[src/rtl/syn_update_scheduler.sv]
// Synaptic SRAM sequencer: read-wait-write weight-update sweep plus host read arbitration.
// Optional build macro SYN_UPD_SKIP_ZERO_EN adds a per-row spike-count check that skips silent rows.
module syn_update_scheduler #(
    parameter int INPUT_NEURON         = 784,
    parameter int OUTPUT_NEURON        = 256,
    parameter int POST_NEUR_PARALLEL   = 4,
    parameter int PRE_NEUR_ADDR_WIDTH  = 10,
    parameter int POST_NEUR_ADDR_WIDTH = 10,
    parameter int PRE_NEUR_DATA_WIDTH  = 8,
    parameter int SYN_ARRAY_ADDR_WIDTH = 16
) (
    input  logic                            CLK,
    input  logic                            RST,
    input  logic                            UPD_START,
    input  logic                            UPD_ABORT,
    input  logic                            IS_TRAIN,
    input  logic                            HOST_RD_REQ,
    input  logic [SYN_ARRAY_ADDR_WIDTH-1:0] HOST_RD_ADDR,
    output logic                            HOST_RD_GNT,
    input  logic [PRE_NEUR_DATA_WIDTH-1:0]  PRE_NEUR_S_CNT,
    output logic                            CTRL_SYNARRAY_CS,
    output logic                            CTRL_SYNARRAY_WE,
    output logic [SYN_ARRAY_ADDR_WIDTH-1:0] CTRL_SYNARRAY_ADDR,
    output logic [PRE_NEUR_ADDR_WIDTH-1:0]  CTRL_PRE_NEUR_ADDR,
    output logic [POST_NEUR_ADDR_WIDTH-1:0] CTRL_POST_NEURON_ADDRESS,
    output logic                            UPD_BUSY,
    output logic                            UPD_DONE
);

    localparam int POST_GROUPS = OUTPUT_NEURON / POST_NEUR_PARALLEL;

    localparam logic [PRE_NEUR_ADDR_WIDTH-1:0]  LAST_ROW   = PRE_NEUR_ADDR_WIDTH'(INPUT_NEURON - 1);
    localparam logic [POST_NEUR_ADDR_WIDTH-1:0] POST_STEP  = POST_NEUR_ADDR_WIDTH'(POST_NEUR_PARALLEL);
    localparam logic [POST_NEUR_ADDR_WIDTH-1:0] LAST_POST  =
        POST_NEUR_ADDR_WIDTH'((POST_GROUPS - 1) * POST_NEUR_PARALLEL);
    localparam logic [SYN_ARRAY_ADDR_WIDTH-1:0] ROW_STRIDE = SYN_ARRAY_ADDR_WIDTH'(POST_GROUPS);

    typedef enum logic [2:0] {
        S_IDLE,
        S_RD,
        S_WAIT,
        S_WR,
        S_DONE,
        S_PRE_CHK
    } state_t;

`ifdef SYN_UPD_SKIP_ZERO_EN
    localparam state_t ROW_FIRST = S_PRE_CHK;
`else
    localparam state_t ROW_FIRST = S_RD;
    logic unused_pre_cnt;
    assign unused_pre_cnt = ^PRE_NEUR_S_CNT;
`endif

    state_t                            state, state_nxt;
    logic [PRE_NEUR_ADDR_WIDTH-1:0]    row, row_nxt;
    // Group base kept as a running post-neuron address so no multiplier is needed.
    logic [POST_NEUR_ADDR_WIDTH-1:0]   post_base, post_nxt;
    logic [SYN_ARRAY_ADDR_WIDTH-1:0]   lin_addr, lin_nxt;
    logic                              last_grp;
    logic                              start_ok;

    assign last_grp = (post_base == LAST_POST);
    assign start_ok = UPD_START && IS_TRAIN;

    // NOTE: every variable gets a default first so no path can infer a latch.
    always_comb begin
        state_nxt = state;
        row_nxt   = row;
        post_nxt  = post_base;
        lin_nxt   = lin_addr;
        case (state)
            S_IDLE: begin
                if (start_ok) begin
                    state_nxt = ROW_FIRST;
                    row_nxt   = '0;
                    post_nxt  = '0;
                    lin_nxt   = '0;
                end
            end
            S_RD:   state_nxt = S_WAIT;
            S_WAIT: state_nxt = S_WR;
            S_WR: begin
                lin_nxt = lin_addr + 1'b1;
                if (last_grp && row == LAST_ROW) begin
                    state_nxt = S_DONE;
                end else if (last_grp) begin
                    state_nxt = ROW_FIRST;
                    row_nxt   = row + 1'b1;
                    post_nxt  = '0;
                end else begin
                    state_nxt = S_RD;
                    post_nxt  = post_base + POST_STEP;
                end
            end
`ifdef SYN_UPD_SKIP_ZERO_EN
            S_PRE_CHK: begin
                // A silent pre-neuron leaves every weight of its row unchanged.
                if (PRE_NEUR_S_CNT == '0) begin
                    if (row == LAST_ROW) begin
                        state_nxt = S_DONE;
                    end else begin
                        state_nxt = S_PRE_CHK;
                        row_nxt   = row + 1'b1;
                        lin_nxt   = lin_addr + ROW_STRIDE;
                    end
                end else begin
                    state_nxt = S_RD;
                end
            end
`endif
            S_DONE:  state_nxt = S_IDLE;
            default: state_nxt = S_IDLE;
        endcase
        if (UPD_ABORT && state != S_IDLE) begin
            state_nxt = S_IDLE;
        end
    end

    always_comb begin
        HOST_RD_GNT              = 1'b0;
        CTRL_SYNARRAY_CS         = 1'b0;
        CTRL_SYNARRAY_WE         = 1'b0;
        CTRL_SYNARRAY_ADDR       = '0;
        CTRL_PRE_NEUR_ADDR       = '0;
        CTRL_POST_NEURON_ADDRESS = '0;
        UPD_BUSY                 = (state != S_IDLE);
        UPD_DONE                 = 1'b0;
        case (state)
            S_IDLE: begin
                // A starting sweep owns the port first; the host keeps requesting.
                if (!RST && HOST_RD_REQ && !start_ok) begin
                    HOST_RD_GNT        = 1'b1;
                    CTRL_SYNARRAY_CS   = 1'b1;
                    CTRL_SYNARRAY_ADDR = HOST_RD_ADDR;
                end
            end
            S_RD, S_WAIT, S_WR: begin
                CTRL_SYNARRAY_CS         = (state != S_WAIT);
                CTRL_SYNARRAY_WE         = (state == S_WR);
                CTRL_SYNARRAY_ADDR       = lin_addr;
                CTRL_PRE_NEUR_ADDR       = row;
                CTRL_POST_NEURON_ADDRESS = post_base;
            end
            S_PRE_CHK: CTRL_PRE_NEUR_ADDR = row;
            S_DONE:    UPD_DONE = 1'b1;
            default:   UPD_DONE = 1'b0;
        endcase
    end

    // NOTE: sequential state uses non-blocking assignments only.
    always_ff @(posedge CLK) begin
        if (RST) begin
            state     <= S_IDLE;
            row       <= '0;
            post_base <= '0;
            lin_addr  <= '0;
        end else begin
            state     <= state_nxt;
            row       <= row_nxt;
            post_base <= post_nxt;
            lin_addr  <= lin_nxt;
        end
    end

endmodule

[config.mk]
export PLATFORM = sky130hd
export DESIGN_NAME = syn_update_scheduler
export DESIGN_NICKNAME = d
export VERILOG_FILES = /design/src/rtl/syn_update_scheduler.sv
export SDC_FILE = /design/constraint.sdc
export NUM_CORES = 1
export LEC_CHECK = 0
export BUFFER_PORTS_ARGS = -buffer_cell sky130_fd_sc_hd__buf_4
export CORE_ASPECT_RATIO = 0.9
export CORE_MARGIN = 2
export CORE_UTILIZATION = 51
export DETAILED_ROUTE_END_ITERATION = 16
export HOLD_SLACK_MARGIN = 0.02
export MAX_ROUTING_LAYER = met4
export PLACE_DENSITY = 0.88
export SLEW_MARGIN = 10
export SYNTH_ARGS = -nofsm -noshare
export SYNTH_HDL_FRONTEND = slang
export SYNTH_SLANG_ARGS = --single-unit
export TNS_END_PERCENT = 1
[constraint.sdc]
create_clock -name CLK -period 2.4 [get_ports CLK]
set_input_delay 0 -clock CLK [delete_from_list [all_inputs] [get_ports CLK]]
set_output_delay 0 -clock CLK [all_outputs]
set_load 0.01 [all_outputs]
==> results.py, run 1 <==
metrics = {
    "setup_path": {
        "end_kind": "flop",
        "cp.depth": 6,
        "r2r_cells": 6,
        "cp_slowest_stage_delay_ns": 0.56,
        "r2r_end": "row[2]",
        "cpMostUsedCell": "or4_4",
        "r2r-start": "post_base[2]",
        "endpoint": "row[2]",
        "startpoint_type": "flop",
        "slowest_stage": "or4_4",
        "cp.arrival_ns": 2.39,
        "crit_start": "post_base[2]",
        "rrSetupSlack_ns": 0.26,
        "path_max_fanout": 8,
        "cp.required_ns": 2.65,
        "cp_top_family": "simple AND/OR/NAND/NOR gates",
        "crit_type": "reg -> reg",
        "worst-path-buf-inv": 0,
        "path_cells": "ha_1, nand2_1, or4_4, or4_4, nor3b_2, a21o_1",
    },
    "power_and_ir_drop": {
        "power.density_nw_per_um2": 427,
        "p_leak_nw": 1.12,
        "vdd_drop_max_uv": 310,
    },
    "logic_synthesis": {
        "ys_seq_area_share_pct": 33.1,
        "synth_top_flop_cell": "dfxtp_1",
        "avgSynthCellArea_um2": 8.04,
        "yosysWarnings": 0,
        "synth_top_area_share_pct": 33.1,
        "synthTopCellsByArea": "dfxtp_1 33%, a22o_1 6.3%, a21oi_1 5.4%",
        "syn-cell-area_um2": 2240,
        "synth-edff-count": 0,
        "yosys.cell_types.count": 54,
        "synth_async_sr_flop_share_pct": 0,
        "synth_seq_cells": 37,
        "netlist_instances": 278,
        "synth_top_cell_by_area": "dfxtp_1",
    },
    "routing": {
        "drt-pass1-iter-count": 5,
        "wl_per_cell_um": 15.0,
        "drt_iter0_drc": 220,
        "vias": 2398,
        "drc": 0,
        "postRouteAntennaNets": 0,
        "avgViaCountPerCell": 5.95,
        "wl_um": 6030,
    },
    "floorplanning": {
        "dieArea_um2": 4930,
        "io_pins": 71,
        "coreArea_um2": 4160,
        "start_util_pct": 53.8,
        "die_y_um": 66.8,
        "die_w_um": 73.8,
        "rows": 22,
    },
    "placed_design": {
        "portBuffers": 60,
        "dp_hpwl_um": 4440,
        "finalWeightedCongestion": 0.917,
        "placed_area_um2": 2770,
    },
    "clock_network": {
        "clkLatencyLatePin_ns": 0.30,
        "cts_setup_buffers": 0,
        "ctsResizeCount": 0,
        "htreeDepth": 2,
        "clock-sinks": 37,
        "clockBufferDepth": 2,
        "cts_buffers": 5,
        "cts-root-buf": "clkbuf_8",
        "cts_hold_buf": 1,
        "clkTransAtPathRegs_ns": 0.08,
        "cts_tree": "yes",
    },
    "sta": {
        "grt_setup_unrepaired": "false",
        "setup_violations": 0,
        "max-slew-margin-rel_pct": 57.1,
        "period_needed_ns": 2.14,
        "clock_skew_ns": 0.00987,
        "setup_tns_ns": 0,
        "fmax_ghz": 0.466,
        "timing.final.crit_share_pct": 89.3,
        "worst_pin_slew_ns": 0.638,
        "report.final.slew_viol_count": 0,
        "hold_viol": 0,
    },
    "global_routing": {
        "grt_overflow": 0,
        "antenna_found_initial": 0,
        "grt_pass1_vias": 2130,
        "track_usage_pct": 26.1,
        "grt_pass1_wl_um": 9670,
        "grt_max_degree": 31,
    },
    "job": {
        "drv_cap": 0,
    },
    "cells_and_area": {
        "drive_gt1_share_pct": 28.0,
        "final_util_pct": 68.9,
        "area_growth_pct": 28.1,
        "final_area_um2": 2860,
        "fillers": 350,
        "final_nets": 375,
        "n_antenna_cell": 0,
    },
    "hold_path": {
        "hp-class": "in -> reg",
    },
    "status": {
        "status": "complete, no violations",
    },
}
-- area by class of cell --
class                   count  area, um2  area share (%)
well taps                  60       75.1            2.62
multi-input cells         217       1390            48.4
inverters                   9       33.8            1.18
flip-flops and latches     37        741            25.9
clock inverters             3       17.5           0.612
clock buffers               5       68.8            2.40
repair buffers             72        543            19.0
-- flip-flops by register name (all words and copies together) (netlist names) --
name and count:
post_base 8, lin_addr 16, state 3, row 10
-- metrics by stage --
| stage | worst slack (ns) | power, mW | hold WS [ns] | instances |
|---|---|---|---|---|
| after floorplan | 0.374 | 0.721 | 0.0770 | 279 |
| after global placement | 0.340 | 0.796 | 0.190 | 394 |
| after detailed placement | 0.298 | 0.800 | 0.196 | 394 |
| after CTS | 0.273 | 1.23 | 0.0730 | 403 |
| after global routing | 0.175 | 1.27 | 0.0782 | 403 |
| final | 0.256 | 1.22 | 0.0799 | 403 |
-- worst min path at each step --
stage	startpoint	to	slack [ns]	depth (start not counted)
2_1_floorplan	UPD_ABORT	state[1]	0.08	1
3_3_place_gp	UPD_ABORT	state[1]	0.19	2
3_5_place_dp	UPD_ABORT	state[1]	0.20	2
4_1_cts	RST	lin_addr[6]	0.07	2
5_1_grt	RST	lin_addr[15]	0.08	2
6_report	RST	lin_addr[6]	0.08	2
-- where the power goes --
group	switching, mW	total [mW]	internal, mW
Combinational	0.0867	0.164	0.0769
Sequential	0.00700	0.624	0.617
Clock	0.236	0.436	0.200
-- worst reg2reg max path, delay by kind of cell, from the launching register on --
kind,cells,cell delay [ns]
DFF,1,0.41
adders and majority gates,1,0.22
and+or+nand+nor,4,1.35
AOI/OAI and AO/OA,1,0.10
-- layer usage --
layer / vias to the layer above / global-route usage, % / share of wire, %
met1: 1112 / 31.7 / 43
met4: 0 / 8.64 / 2.1
met5: - / - / 0
met2: 106 / 43.2 / 47
met3: 16 / 5.45 / 7.7
li1: 1164 / - / -
-- layout by cell type (no fill, tap or decap), types with 5 or more instances in the layout --
cell type  instances
o21ai_0           13
clkbuf_8           5
a31oi_1            6
dfxtp_1           37
nand4_1            6
a21oi_1           24
nor3_1             5
and3_1             5
buf_4             71
o31ai_1            5
nor4_1             7
a22o_1            16
nand3_1           14
and2_1            15
nand2_1           21
inv_1              9
nor2_1            20
-- logic make-up after synthesis --
family / count (synthesis) / synth area share (%)
muxes: 4 / 2.01
adders and majority gates: 3 / 1.68
and+or+nand+nor: 119 / 30.8
DFF: 37 / 33.1
AOI/OAI and AO/OA: 84 / 25.2
buffers and inverters: 25 / 5.09
other: 1 / 0.168
xor gates and xnor gates: 5 / 1.96
-- synthesized netlist by cell type, drive strengths merged (3+ instances only) --
| library cell | number |
|---|---|
| a21o | 3 |
| mux2 | 4 |
| a21oi | 24 |
| nor3 | 6 |
| inv | 9 |
| a311oi | 4 |
| nor2b | 3 |
| clkbuf | 8 |
| dfxtp | 37 |
| o21ai | 16 |
| or4 | 4 |
| nor4 | 8 |
| xnor2 | 4 |
| nor2 | 20 |
| a22o | 16 |
| or3 | 4 |
| and3 | 6 |
| nand4 | 6 |
| ha | 3 |
| nand2 | 21 |
| nand3 | 15 |
| and2 | 16 |
| nand4b | 3 |
| o31ai | 5 |
| a31oi | 6 |
| buf | 8 |
Power figures use the tool's default switching activity.
==> inputs of run 2 (changes only) <==
REMOVE_ABC_BUFFERS = 1   (was not set)
==> run 2 against run 1 <==
Net effect:
- final area decreased by 1.0%
- utilization decreased by 0.72 points
- combinational power decreased by 2%
- clock power about the same
- non-clock buffer count decreased by 4
- hold slack improved by 0.012 ns
- flip-flop and latch count unchanged
- total power decreased by 0.23%
- count of clock-buffer cells in the layout increased by 2
- routed wire length decreased by 2.6%
- register-to-register slack got worse by 0.04 ns
- global-route usage decreased by 1.2 points
==> results.py, run 2 (same netlist as run 1, synthesis figures left out) <==
metrics = {
    "power_and_ir_drop": {
        "seq_power_share_pct": 51.1,
        "p_leak_nw": 1.10,
        "p_sw_share_pct": 24.8,
        "power.density_nw_per_um2": 431,
        "vdd_drop_max_uv": 326,
        "power_frac_comb_pct": 13.1,
        "p_int_uw": 919,
        "p_sw_uw": 302,
        "finalPower_mw": 1.22,
        "p_clk_share_pct": 35.8,
    },
    "cells_and_area": {
        "drive_gt1_share_pct": 26.6,
        "final_cells": 398,
        "largest_reg_flops": 16,
        "n_antenna_cell": 0,
        "largest_register": "lin_addr",
        "area_growth_pct": 26.7,
        "reg.largest.list": "lin_addr (16), row (10), post_base (8)",
        "layout_common_cells": "67 x buf_4, 37 x dfxtp_1, 24 x a21oi_1",
        "final_nets": 371,
        "layout_commonest_cell": "buf_4",
        "fillers": 352,
    },
    "floorplanning": {
        "io_pins": 71,
        "die_w_um": 73.8,
        "rows": 22,
        "die_y_um": 66.8,
        "start_util_pct": 53.8,
        "dieArea_um2": 4930,
        "coreArea_um2": 4160,
    },
    "clock_network": {
        "ctsResizeCount": 0,
        "cts_tree": "yes",
        "cts_setup_buffers": 0,
        "clockBufferDepth": 2,
        "cts_hold_buf": 1,
        "cts-root-buf": "clkbuf_8",
        "cts_buffers": 5,
        "clkTransAtPathRegs_ns": 0.07,
        "htreeDepth": 2,
        "clkLatencyLatePin_ns": 0.28,
        "clock-sinks": 37,
    },
    "sta": {
        "clock_skew_ns": 0.00303,
        "period_needed_ns": 2.18,
        "report.final.slew_viol_count": 0,
        "setup_tns_ns": 0,
        "fin_ws_ns": 0.220,
        "fmax_ghz": 0.459,
        "worst_pin_slew_ns": 0.684,
        "max-slew-margin-rel_pct": 54.1,
        "timing.final.crit_share_pct": 90.8,
        "grt_setup_unrepaired": "false",
        "hold_viol": 0,
        "setup_violations": 0,
    },
    "setup_path": {
        "worst-path-buf-inv": 0,
        "cp_top_family": "simple AND/OR/NAND/NOR gates",
        "crit_type": "reg -> reg",
        "path_max_fanout": 8,
        "startpoint_type": "flop",
        "cp_slowest_stage_delay_ns": 0.56,
        "cpMostUsedCell": "or4_4",
        "path_cells": "ha_1, nand2_1, or4_4, or4_4, nor3b_2, a21o_1",
        "slowest_stage": "or4_4",
        "end_kind": "flop",
        "cp.arrival_ns": 2.42,
        "cp.required_ns": 2.64,
    },
    "global_routing": {
        "grt.met3_usage_pct": 4.69,
        "grt_overflow": 0,
        "gr-usage-met2_pct": 40.1,
        "antenna_found_initial": 0,
        "top_usage_layer": "met2",
        "gr-usage-met1_pct": 31.6,
        "grt_pass1_vias": 2047,
        "grt_pass1_wl_um": 9340,
        "grt_max_degree": 31,
        "track_usage_pct": 24.9,
    },
    "status": {
        "status": "complete, no violations",
    },
    "placed_design": {
        "post-place-cells": 390,
        "portBuffers": 60,
        "dp_slack_ns": 0.259,
        "finalWeightedCongestion": 0.915,
        "dp_hpwl_um": 4200,
    },
    "routing": {
        "drt_iter0_drc": 250,
        "vias": 2362,
        "postRouteAntennaNets": 0,
        "drt-pass1-iter-count": 5,
        "wl_um": 5870,
        "avgViaCountPerCell": 5.93,
        "drc": 0,
        "wl_per_cell_um": 14.8,
    },
    "job": {
        "drv_cap": 0,
    },
    "hold_path": {
        "hp-class": "in -> reg",
    },
}
[run 2: cell types whose count changed in the layout (fill, tap and decap cells not counted), sizes merged]
| cell | before | now |
|---|---|---|
| buf | 71 | 67 |
| clkinv | 2 | 0 |
| clkinvlp | 1 | 0 |
| clkbuf | 5 | 7 |
[run 2: power by group through the flow]
stage / clock network, mW / registers (mW) / logic [mW]
finish: 0.437 / 0.624 / 0.160
global route: 0.474 / 0.625 / 0.174
CTS: 0.443 / 0.624 / 0.160
detailed placement: 0 / 0.638 / 0.158
global placement: 0 / 0.638 / 0.153
floorplan: 0 / 0.637 / 0.0718
[run 2: path summary, 6_finish.rpt]
kind	depth (start not counted)	slack [ns]	end	startpoint
max	6	0.22	row[2]	post_base[2]
min	2	0.09	lin_addr[15]	RST
max reg2reg	6	0.22	row[2]	post_base[2]
min reg2reg	2	0.49	post_base[3]	post_base[3]
[run 2: per-layer routing]
metal,routed length [um],share of wire (%)
met1,2530,43
met2,2850,49
met3,401,6.8
met4,86,1.5
met5,0,0
[run 2: per-stage QoR]
step | hold WS [ns] | instance area [um2] | utilization, %
after floorplan | 0.0691 | 2160 | -
after global placement | 0.188 | 2740 | 65.9
after detailed placement | 0.194 | 2740 | 65.9
after CTS | 0.0767 | 2830 | 68.2
after global routing | 0.0836 | 2830 | 68.2
final | 0.0918 | 2830 | 68.2
[run 2: layout make-up]
| class | instances | area [um2] | share of cell area [%] |
|---|---|---|---|
| Clock buffer | 7 | 86.3 | 3.05 |
| Inverter | 9 | 33.8 | 1.19 |
| Multi-Input combinational cell | 217 | 1390 | 48.9 |
| Sequential cell | 37 | 741 | 26.1 |
| Tap cell | 60 | 75.1 | 2.65 |
| Timing Repair Buffer | 68 | 513 | 18.1 |
[run 2: worst register-to-register path, stage by stage, from the launching register on]
cell,delay (ns)
dfxtp_1,0.40
ha_1,0.24
nand2_1,0.14
or4_4,0.47
or4_4,0.56
nor3b_2,0.22
a21o_1,0.10
